==> src/rtl/imem_loader_pkg.sv <==
// imem_loader shared types and constants.
// Byte-lane geometry and loader FSM encoding.
package imem_loader_pkg;

  typedef enum logic [1:0] {
    LOAD,
    DRAIN,
    DONE
  } loader_state_t;

  localparam int BYTES_PER_WORD = 4;
  localparam int LANE_W = $clog2(BYTES_PER_WORD);
  localparam int WORD_W = 8 * BYTES_PER_WORD;

  // Drop one byte into its little-endian lane of a word.
  function automatic logic [WORD_W-1:0] insert_byte(
    input logic [WORD_W-1:0] w,
    input logic [LANE_W-1:0] lane,
    input logic [7:0]        b
  );
    logic [WORD_W-1:0] r;
    r = w;
    r[int'(lane)*8 +: 8] = b;
    return r;
  endfunction

endpackage

==> src/rtl/imem_loader_if.sv <==
// Byte-stream valid/ready link into the loader.
// master = host/UART side, slave = loader.
interface imem_loader_if;

  logic       in_valid;
  logic       in_ready;
  logic [7:0] in_data;
  logic       in_last;

  modport master (
    output in_valid,
    output in_data,
    output in_last,
    input  in_ready
  );

  modport slave (
    input  in_valid,
    input  in_data,
    input  in_last,
    output in_ready
  );

endinterface

==> src/rtl/imem_loader_byte_packer.sv <==
// Packs accepted bytes into little-endian words.
// Flags a word when lane 3 fills or the last byte lands.
module byte_packer
  import imem_loader_pkg::*;
(
  input  logic              clk,
  input  logic              reset,
  input  logic              clr,
  input  logic              beat,
  input  logic              last,
  input  logic [7:0]        data,
  output logic              word_valid,
  output logic [WORD_W-1:0] word
);

  localparam logic [LANE_W-1:0] LANE_TOP =
    LANE_W'(BYTES_PER_WORD - 1);

  logic [LANE_W-1:0] lane;
  logic [WORD_W-1:0] acc;

  // Present the word with the current byte merged in;
  // the accumulator holds only lower lanes, so upper
  // lanes of a short final word read as zero.
  always_comb begin
    word       = insert_byte(acc, lane, data);
    word_valid = beat && (last || (lane == LANE_TOP));
  end

  // Advance the lane per beat; restart from lane 0 on
  // every completed word.
  always_ff @(posedge clk or negedge reset) begin
    if (!reset) begin
      lane <= '0;
      acc  <= '0;
    end else if (clr) begin
      lane <= '0;
      acc  <= '0;
    end else if (word_valid) begin
      lane <= '0;
      acc  <= '0;
    end else if (beat) begin
      lane <= lane + 1'b1;
      acc  <= word;
    end
  end

endmodule

==> src/rtl/imem_loader.sv <==
// Boot-time instruction-memory writer.
// Holds the core in reset until the program is written.
module imem_loader
  import imem_loader_pkg::*;
#(
  parameter int DEPTH  = 256,
  parameter int ADDR_W = $clog2(DEPTH)
) (
  input  logic              clk,
  input  logic              reset,
  imem_loader_if.slave      in_if,
  input  logic              restart,
  output logic              imem_we,
  output logic [ADDR_W-1:0] imem_waddr,
  output logic [31:0]       imem_wdata,
  output logic              core_hold,
  output logic              load_done,
  output logic              load_err,
  output logic [ADDR_W:0]   word_count
);

  localparam logic [ADDR_W:0] FULL = (ADDR_W+1)'(DEPTH);

  loader_state_t     state;
  logic              ready_q;
  logic              beat;
  logic              full;
  logic              clr;
  logic              word_valid;
  logic [WORD_W-1:0] word;

  assign in_if.in_ready = ready_q;

  // Handshake qualifiers; ready is a pure register.
  always_comb begin
    beat = in_if.in_valid && ready_q;
    full = (word_count == FULL);
    clr  = (state == DONE) && restart;
  end

  byte_packer u_packer (
    .clk        (clk),
    .reset      (reset),
    .clr        (clr),
    .beat       (beat),
    .last       (in_if.in_last),
    .data       (in_if.in_data),
    .word_valid (word_valid),
    .word       (word)
  );

  // Loader FSM with registered write port and status.
  always_ff @(posedge clk or negedge reset) begin
    if (!reset) begin
      state      <= LOAD;
      ready_q    <= 1'b1;
      imem_we    <= 1'b0;
      imem_waddr <= '0;
      imem_wdata <= '0;
      core_hold  <= 1'b1;
      load_done  <= 1'b0;
      load_err   <= 1'b0;
      word_count <= '0;
    end else begin
      imem_we <= 1'b0;
      unique case (state)
        LOAD: begin
          if (beat && full) begin
            load_err <= 1'b1;
          end
          if (word_valid && !full) begin
            imem_we    <= 1'b1;
            imem_waddr <= word_count[ADDR_W-1:0];
            imem_wdata <= word;
            word_count <= word_count + 1'b1;
          end
          if (beat && in_if.in_last) begin
            state   <= DRAIN;
            ready_q <= 1'b0;
          end
        end
        DRAIN: begin
          state     <= DONE;
          core_hold <= 1'b0;
          load_done <= 1'b1;
        end
        DONE: begin
          if (restart) begin
            state      <= LOAD;
            ready_q    <= 1'b1;
            core_hold  <= 1'b1;
            load_done  <= 1'b0;
            load_err   <= 1'b0;
            word_count <= '0;
          end
        end
        default: begin
          state   <= LOAD;
          ready_q <= 1'b1;
        end
      endcase
    end
  end

endmodule

==> src/flat_wrapper.sv <==
// flat-port wrapper written by rule: the top's interface ports become plain ports
module imem_loader_flat import imem_loader_pkg::*;
#(
  parameter int DEPTH  = 256,
  parameter int ADDR_W = $clog2(DEPTH)
)
  (clk, reset, restart, imem_we, imem_waddr, imem_wdata, core_hold, load_done, load_err, word_count, in_if_in_valid, in_if_in_data, in_if_in_last, in_if_in_ready);
  imem_loader_if in_if_i ();
  input  logic clk;
  input  logic reset;
  input  logic restart;
  output logic imem_we;
  output logic [ADDR_W-1:0] imem_waddr;
  output logic [31:0] imem_wdata;
  output logic core_hold;
  output logic load_done;
  output logic load_err;
  output logic [ADDR_W:0] word_count;
  input wire logic [$bits(in_if_i.in_valid)-1:0] in_if_in_valid;
  input wire logic [$bits(in_if_i.in_data)-1:0] in_if_in_data;
  input wire logic [$bits(in_if_i.in_last)-1:0] in_if_in_last;
  output wire logic [$bits(in_if_i.in_ready)-1:0] in_if_in_ready;
  assign in_if_i.in_valid = in_if_in_valid;
  assign in_if_i.in_data = in_if_in_data;
  assign in_if_i.in_last = in_if_in_last;
  assign in_if_in_ready = in_if_i.in_ready;
  imem_loader #(.DEPTH(DEPTH), .ADDR_W(ADDR_W)) u_core (.clk(clk), .reset(reset), .in_if(in_if_i), .restart(restart), .imem_we(imem_we), .imem_waddr(imem_waddr), .imem_wdata(imem_wdata), .core_hold(core_hold), .load_done(load_done), .load_err(load_err), .word_count(word_count));
endmodule
==> config.mk <==
export PLATFORM = sky130hd
export DESIGN_NAME = imem_loader_flat
export DESIGN_NICKNAME = d
export VERILOG_FILES = /design/src/rtl/imem_loader_pkg.sv /design/src/rtl/imem_loader_if.sv /design/src/rtl/imem_loader_byte_packer.sv /design/src/rtl/imem_loader.sv /design/src/flat_wrapper.sv
export SDC_FILE = /design/constraint.sdc
export NUM_CORES = 1
export LEC_CHECK = 0
export BUFFER_PORTS_ARGS = -buffer_cell sky130_fd_sc_hd__buf_2
export CORE_ASPECT_RATIO = 1.75
export CORE_UTILIZATION = 46
export CTS_CLUSTER_SIZE = 8
export DETAILED_ROUTE_END_ITERATION = 12
export PLACE_DENSITY = 0.7
export SLEW_MARGIN = 20
export SYNTH_ARGS = -nofsm -noshare
export SYNTH_HDL_FRONTEND = slang
export SYNTH_SLANG_ARGS = --single-unit
==> constraint.sdc <==
create_clock -name clk -period 3.1 [get_ports clk]
set_input_delay 0.31 -clock clk [delete_from_list [all_inputs] [get_ports clk]]
set_output_delay 0.31 -clock clk [all_outputs]
set_load 0.02 [all_outputs]
* After elaboration in Yosys (flattened, before gate mapping)
Index checks and enable logic that the tools add are counted.
** Word-level totals
- Flip-flop bits (word level) :: 90
- Output and inout port bits :: 54
** Operators by class
- Add/subtract/negate cells :: 3
- Equal/unequal tests :: 8
- Shift operators :: 2
- Multiplexer cells :: 23
- Bitwise operators :: 1
- Reduce and logical (&&, ||, !) cells :: 18
** Operator list (count)
- 32-bit two-way mux :: 3
- 5-bit negation with 33-bit output :: 1
- 8-bit by 33-bit variable shift with 32-bit output (first input constant) :: 1
- 8-bit by 33-bit variable part select with 32-bit output :: 1
- 32-bit bitwise mux :: 1
- 9-bit two-way mux :: 2
- 9-bit case mux with 2 select lines :: 1
- 2-bit two-way mux :: 5
- 9-bit by 1-bit adder with 9-bit output (second input constant) :: 1
- 9-bit equality test (second input constant) :: 1
- 3-bit AND reduction :: 3
- 1-bit logical AND :: 6
- 1-bit two-way mux :: 6
- 2-bit by 1-bit != test with 1-bit output (second input constant) :: 3
- 1-bit case mux with 2 select lines :: 3
- 2-bit case mux with 3 select lines :: 1
- 2-bit AND reduction :: 3
- 2-bit equality test (second input constant) :: 2
- 2-bit nonzero test :: 2
- 1-bit case mux with 3 select lines :: 1
- 3-bit nonzero test :: 1
- 2-bit by 1-bit adder with 2-bit output (second input constant) :: 1
- 2-bit by 1-bit equality test with 1-bit output (second input constant) :: 1
- 2-bit zero test :: 1
- other kinds (4) :: 4

* Depth between registers and ports, before layout
- Word-level depth :: 6
- Gate-level depth with buffers :: 8

* Hierarchy
A second synthesis with hierarchy kept.
** Unflattened totals
- Cells, all modules :: 331
- Area, all modules :: 4330.4 um^2
** Modules (own cells, without submodules)
- imem_loader :: times used 1, cells an instance 165, area each 2483.6 um^2
- byte_packer :: times used 1, cells an instance 166, area each 1846.8 um^2

* Least setup slack after synthesis
Ideal clock, no wire load.
- Path type :: register to register
- Start point :: reg u_core.u_packer.lane[0]
- End point :: reg u_core.u_packer.acc[0]
- Setup time :: 66 ps
- Arrival time :: 1835 ps
- Slack :: 1199 ps
- Stages on the path, launching flop included :: 8
- Buffers on the path :: 2
- Path through :: dfrtp_1 > inv_1 > ha_1 > nor4bb_1 > clkbuf_1 > and3_1 > buf_2 > a22o_1
** On the way
- Word-level cells in the longest chain between the ends :: 6
- Elaborated cells on any way between the ends :: 11
** Ends and longest elaborated chain
- start, declared :: RTL line imem_loader_byte_packer.sv:19 : logic [LANE_W-1:0] lane;
- start signal, assigned :: RTL line imem_loader_byte_packer.sv:43 : lane <= lane + 1'b1;
- 5-bit negation with 33-bit output :: RTL line imem_loader_pkg.sv:23 : r[int'(lane)*8 +: 8] = b;
- 8-bit by 33-bit variable part select with 32-bit output / 8-bit by 33-bit variable shift with 32-bit output (equally long branches) :: RTL line imem_loader_pkg.sv:23
- 32-bit bitwise mux :: RTL line imem_loader_pkg.sv:23
- 32-bit two-way mux :: RTL line imem_loader_byte_packer.sv:42 : end else if (beat) begin
- 32-bit two-way mux :: RTL line imem_loader_byte_packer.sv:39 : end else if (word_valid) begin
- 32-bit two-way mux :: RTL line imem_loader_byte_packer.sv:36 : end else if (clr) begin
- end signal, assigned :: RTL line imem_loader_byte_packer.sv:44 : acc <= word;
- end, declared :: RTL line imem_loader_byte_packer.sv:20 : logic [WORD_W-1:0] acc;
Parallel ways exist; a longest one is shown, timed or not. The select of a mux whose other input is x is not followed.
A chain may end at the register's enable or synchronous reset.

* Worst setup path in the final report
- Start point :: reg u_core.u_packer.lane[0]
- End point :: reg u_core.imem_wdata[19]
** On the way
- Word-level cells in the longest chain between the ends :: 5
- Elaborated cells on any way between the ends :: 9
** Ends and longest elaborated chain
- parallel branches: the longest is 5 deep, another holds 5-bit negation with 33-bit output
- end signal, assigned :: RTL line imem_loader.sv:74 : imem_wdata <= word;
- end, declared :: RTL line imem_loader.sv:15 : output logic [31:0] imem_wdata,
Several ways; the timed one is not identified.

==> flow_summary.toml <==
[global_route]
grt_max_degree = 54
grt_pass1_vias = 2897
grt_pass1_wl_um = 14600
antenna_found_initial = 0
grtUsageTotal_pct = 21.1
overflow = 0

[yosys]
synthMuxAreaShare_pct = 3.55
yosysSeqAreaShare_pct = 56.2
synth_edf_count = 0
synth_top_area_share_pct = 54.9
synth_simple_gate_area_share_pct = 16.6
netlist_instances = 362
syn_nets = 382
synth_top_family_by_area = "compound AO/OA/AOI/OAI gates"
synth_flop_cell = "dfrtp_1"
synth_common_cells = "dfrtp_1 (88), a21oi_1 (56), nor2_1 (45)"
synth_area_um2 = 4010
synth_top_cell_by_area = "dfrtp_1"
synthXorXnorAreaFrac_pct = 0.218
synth_warnings = 0
synth_area_leaders = "dfrtp_1 (55%), a21oi_1 (7.0%), a22o_1 (5.2%), nor2_1 (4.2%), nor2b_1 (3.7%)"
synth_compound_area_share_pct = 17.6
synth.most_common_cell = "dfrtp_1"
synth_seq_cells = 90
async_flop_share_pct = 100
synthDistinctLibCells = 54
syn_area_per_cell_um2 = 11.1
yosys.area_share.adder_pct = 2.18

[route]
wire_per_inst_um = 16.0
vias = 2950
antenna_left = 0
drc = 0
drt-vias-per-instance = 5.41
wl_um = 8720
first_iter_violations = 140
drt_pass1_iterations = 4

[floorplan]
start_util_pct = 48.0
die_area_um2 = 9110
row_count = 44
fp.coreArea_um2 = 8370
dieHeight_um = 126
die_w_um = 72.6
io_pins = 67

[critical_path]
r2r_start = "u_core.u_packer.lane[0]"
endpoint_kind = "flip-flop"
worstSetupStartpoint = "u_core.u_packer.lane[0]"
cp-start-kind = "flip-flop"
cp.required_ns = 3.36
cp_max_fo = 16
crit_type = "flip-flop to flip-flop"
crit_arrival_ns = 2.71

[placed_design]
dp_slack_ns = 0.646
dp_hpwl_um = 6230
io_buffers = 66
dpl-instance-area_um2 = 4430
gp_congestion = 0.752
post-place-cells = 530

[final_layout]
num-fill-cells = 765
layout.cells.non_filler = 545
diodes = 0
final_layout_size_suffix_gt1_share_pct = 24.9
area_growth_pct = 18.1
layout.nets = 446
fin_area_um2 = 4740

[sta]
period_needed_ns = 2.44
finalClockSkew_ns = 0.00647
hold_viol = 2
slew_headroom_pct = 46.5
fmax_ghz = 0.410
setup_viol = 0
period_share_pct = 78.8
rsz0062_at_grt = "no"
setup_ws_ns = 0.658
tightest_slew_ns = 0.796
holdWs_ns = -0.00677
slew_violations = 0
fin_setup_tns_ns = 0

[clock_network]
cts.repair.resized = 0
post_cts_buffers = 0
clk_path_buf_depth = 2
cts_tree = "built"
h-tree-depth = 3
cts_sinks = 90
ctsHoldBuffers = 0
cts_buffers = 9
insertion_delay_ns = 0.34
clk_pin_slew_ns = 0.06
cts_root_buf = "clkbuf_16"

[run_status]
violations = "hold timing"
status = "complete, but fails checks"

[power]
peakVddDrop_mv = 0.453
power_density_nw_per_um2 = 943
p_leak_nw = 2.32

[hold_path]
min_path_type = "primary input to async pin"

[run]
max_cap_viol_count = 0
worst max-delay path, cell delays in order, from the launching register on:
cell,delay [ns]
dfrtp_1,0.44
ha_1,0.40
nor2_1,0.17
a211oi_4,0.65
buf_4,0.29
buf_4,0.22
nor2_1,0.06
a21oi_1,0.13
layer usage:
metal	up-vias	track usage [%]	part of all wire (%)
met2	78	35.3	53
met3	11	4.43	3.3
met1	1445	26.0	42
met4	0	8.54	1.7
met5	-	0	0
li1	1416	-	-
metrics by stage:
| stage | total power, mW | utilization [%] |
|---|---|---|
| floorplan | 2.87 | - |
| global placement | 3.36 | 53.0 |
| detailed placement | 3.40 | 53.0 |
| CTS | 4.52 | 56.6 |
| global route | 4.76 | 56.6 |
| finish | 4.47 | 56.6 |
worst paths after layout:
| kind | end | slack, ns | cells past startpoint |
|---|---|---|---|
| setup / recovery | u_core.imem_wdata[19] | 0.66 | 7 |
| hold / removal | u_core.imem_wdata[21] | -0.007 | 1 |
| setup reg to reg | u_core.imem_wdata[19] | 0.66 | 7 |
| hold reg to reg | u_core.u_packer.acc[28] | 0.48 | 1 |
| max in group asynchronous | u_core.in_if.in_ready | 2.32 | 2 |
| min in group clk | u_core.state[0] | 0.27 | 2 |
area by class of cell:
class / instances / area (µm²) / share of cell area [%]
Sequential cell: 90 / 2250 / 47.6
Multi-Input combinational cell: 244 / 1610 / 34.0
Timing Repair Buffer: 72 / 390 / 8.24
Clock buffer: 13 / 270 / 5.70
Tap cell: 115 / 144 / 3.04
Clock inverter: 2 / 35.0 / 0.739
Inverter: 9 / 33.8 / 0.713
kinds of logic (layout without fill, tap and decap cells):
| kind of cell | after synthesis | count (layout) |
|---|---|---|
| adder cells (fa/ha/maj) | 7 | 7 |
| AO/OA/AOI/OAI | 107 | 107 |
| flip-flops | 90 | 90 |
| multiplexers | 13 | 13 |
| AND/OR/NAND/NOR | 116 | 116 |
| buffers and inverters | 28 | 96 |
| XOR/XNOR | 1 | 1 |
placed cells by master, fill, tap and decap left out, drive strengths merged, types with 2 or more instances in the layout:
cell	count
dfrtp	88
buf	72
a21oi	57
nor2	45
nor2b	24
a22o	24
clkbuf	13
and2	11
mux2	10
a22oi	9
inv	8
nand2	8
ha	7
and3	5
o21ai	4
nand4	4
o21a	3
mux2i	3
nor4b	3
and4b	2
nor3	2
nand2b	2
dfstp	2
clkinv	2
a31oi	2
power by group:
part           internal (mW)  leakage, nW  total, mW  switching (mW)
clock network          0.684        0.152       1.10           0.416
logic                  0.599        0.996       1.61            1.01
registers               1.52         1.17       1.76           0.240
total                   2.81         2.32       4.47            1.66
flip-flops by register name, indices dropped and copies added, names as in the netlist, 2 cells and up:
register and count:
u_core.imem_wdata 32, u_core.state 2, u_core.u_packer.lane 2, u_core.u_packer.acc 32, u_core.word_count 9, u_core.imem_waddr 8
Power figures use the tool's default switching activity.
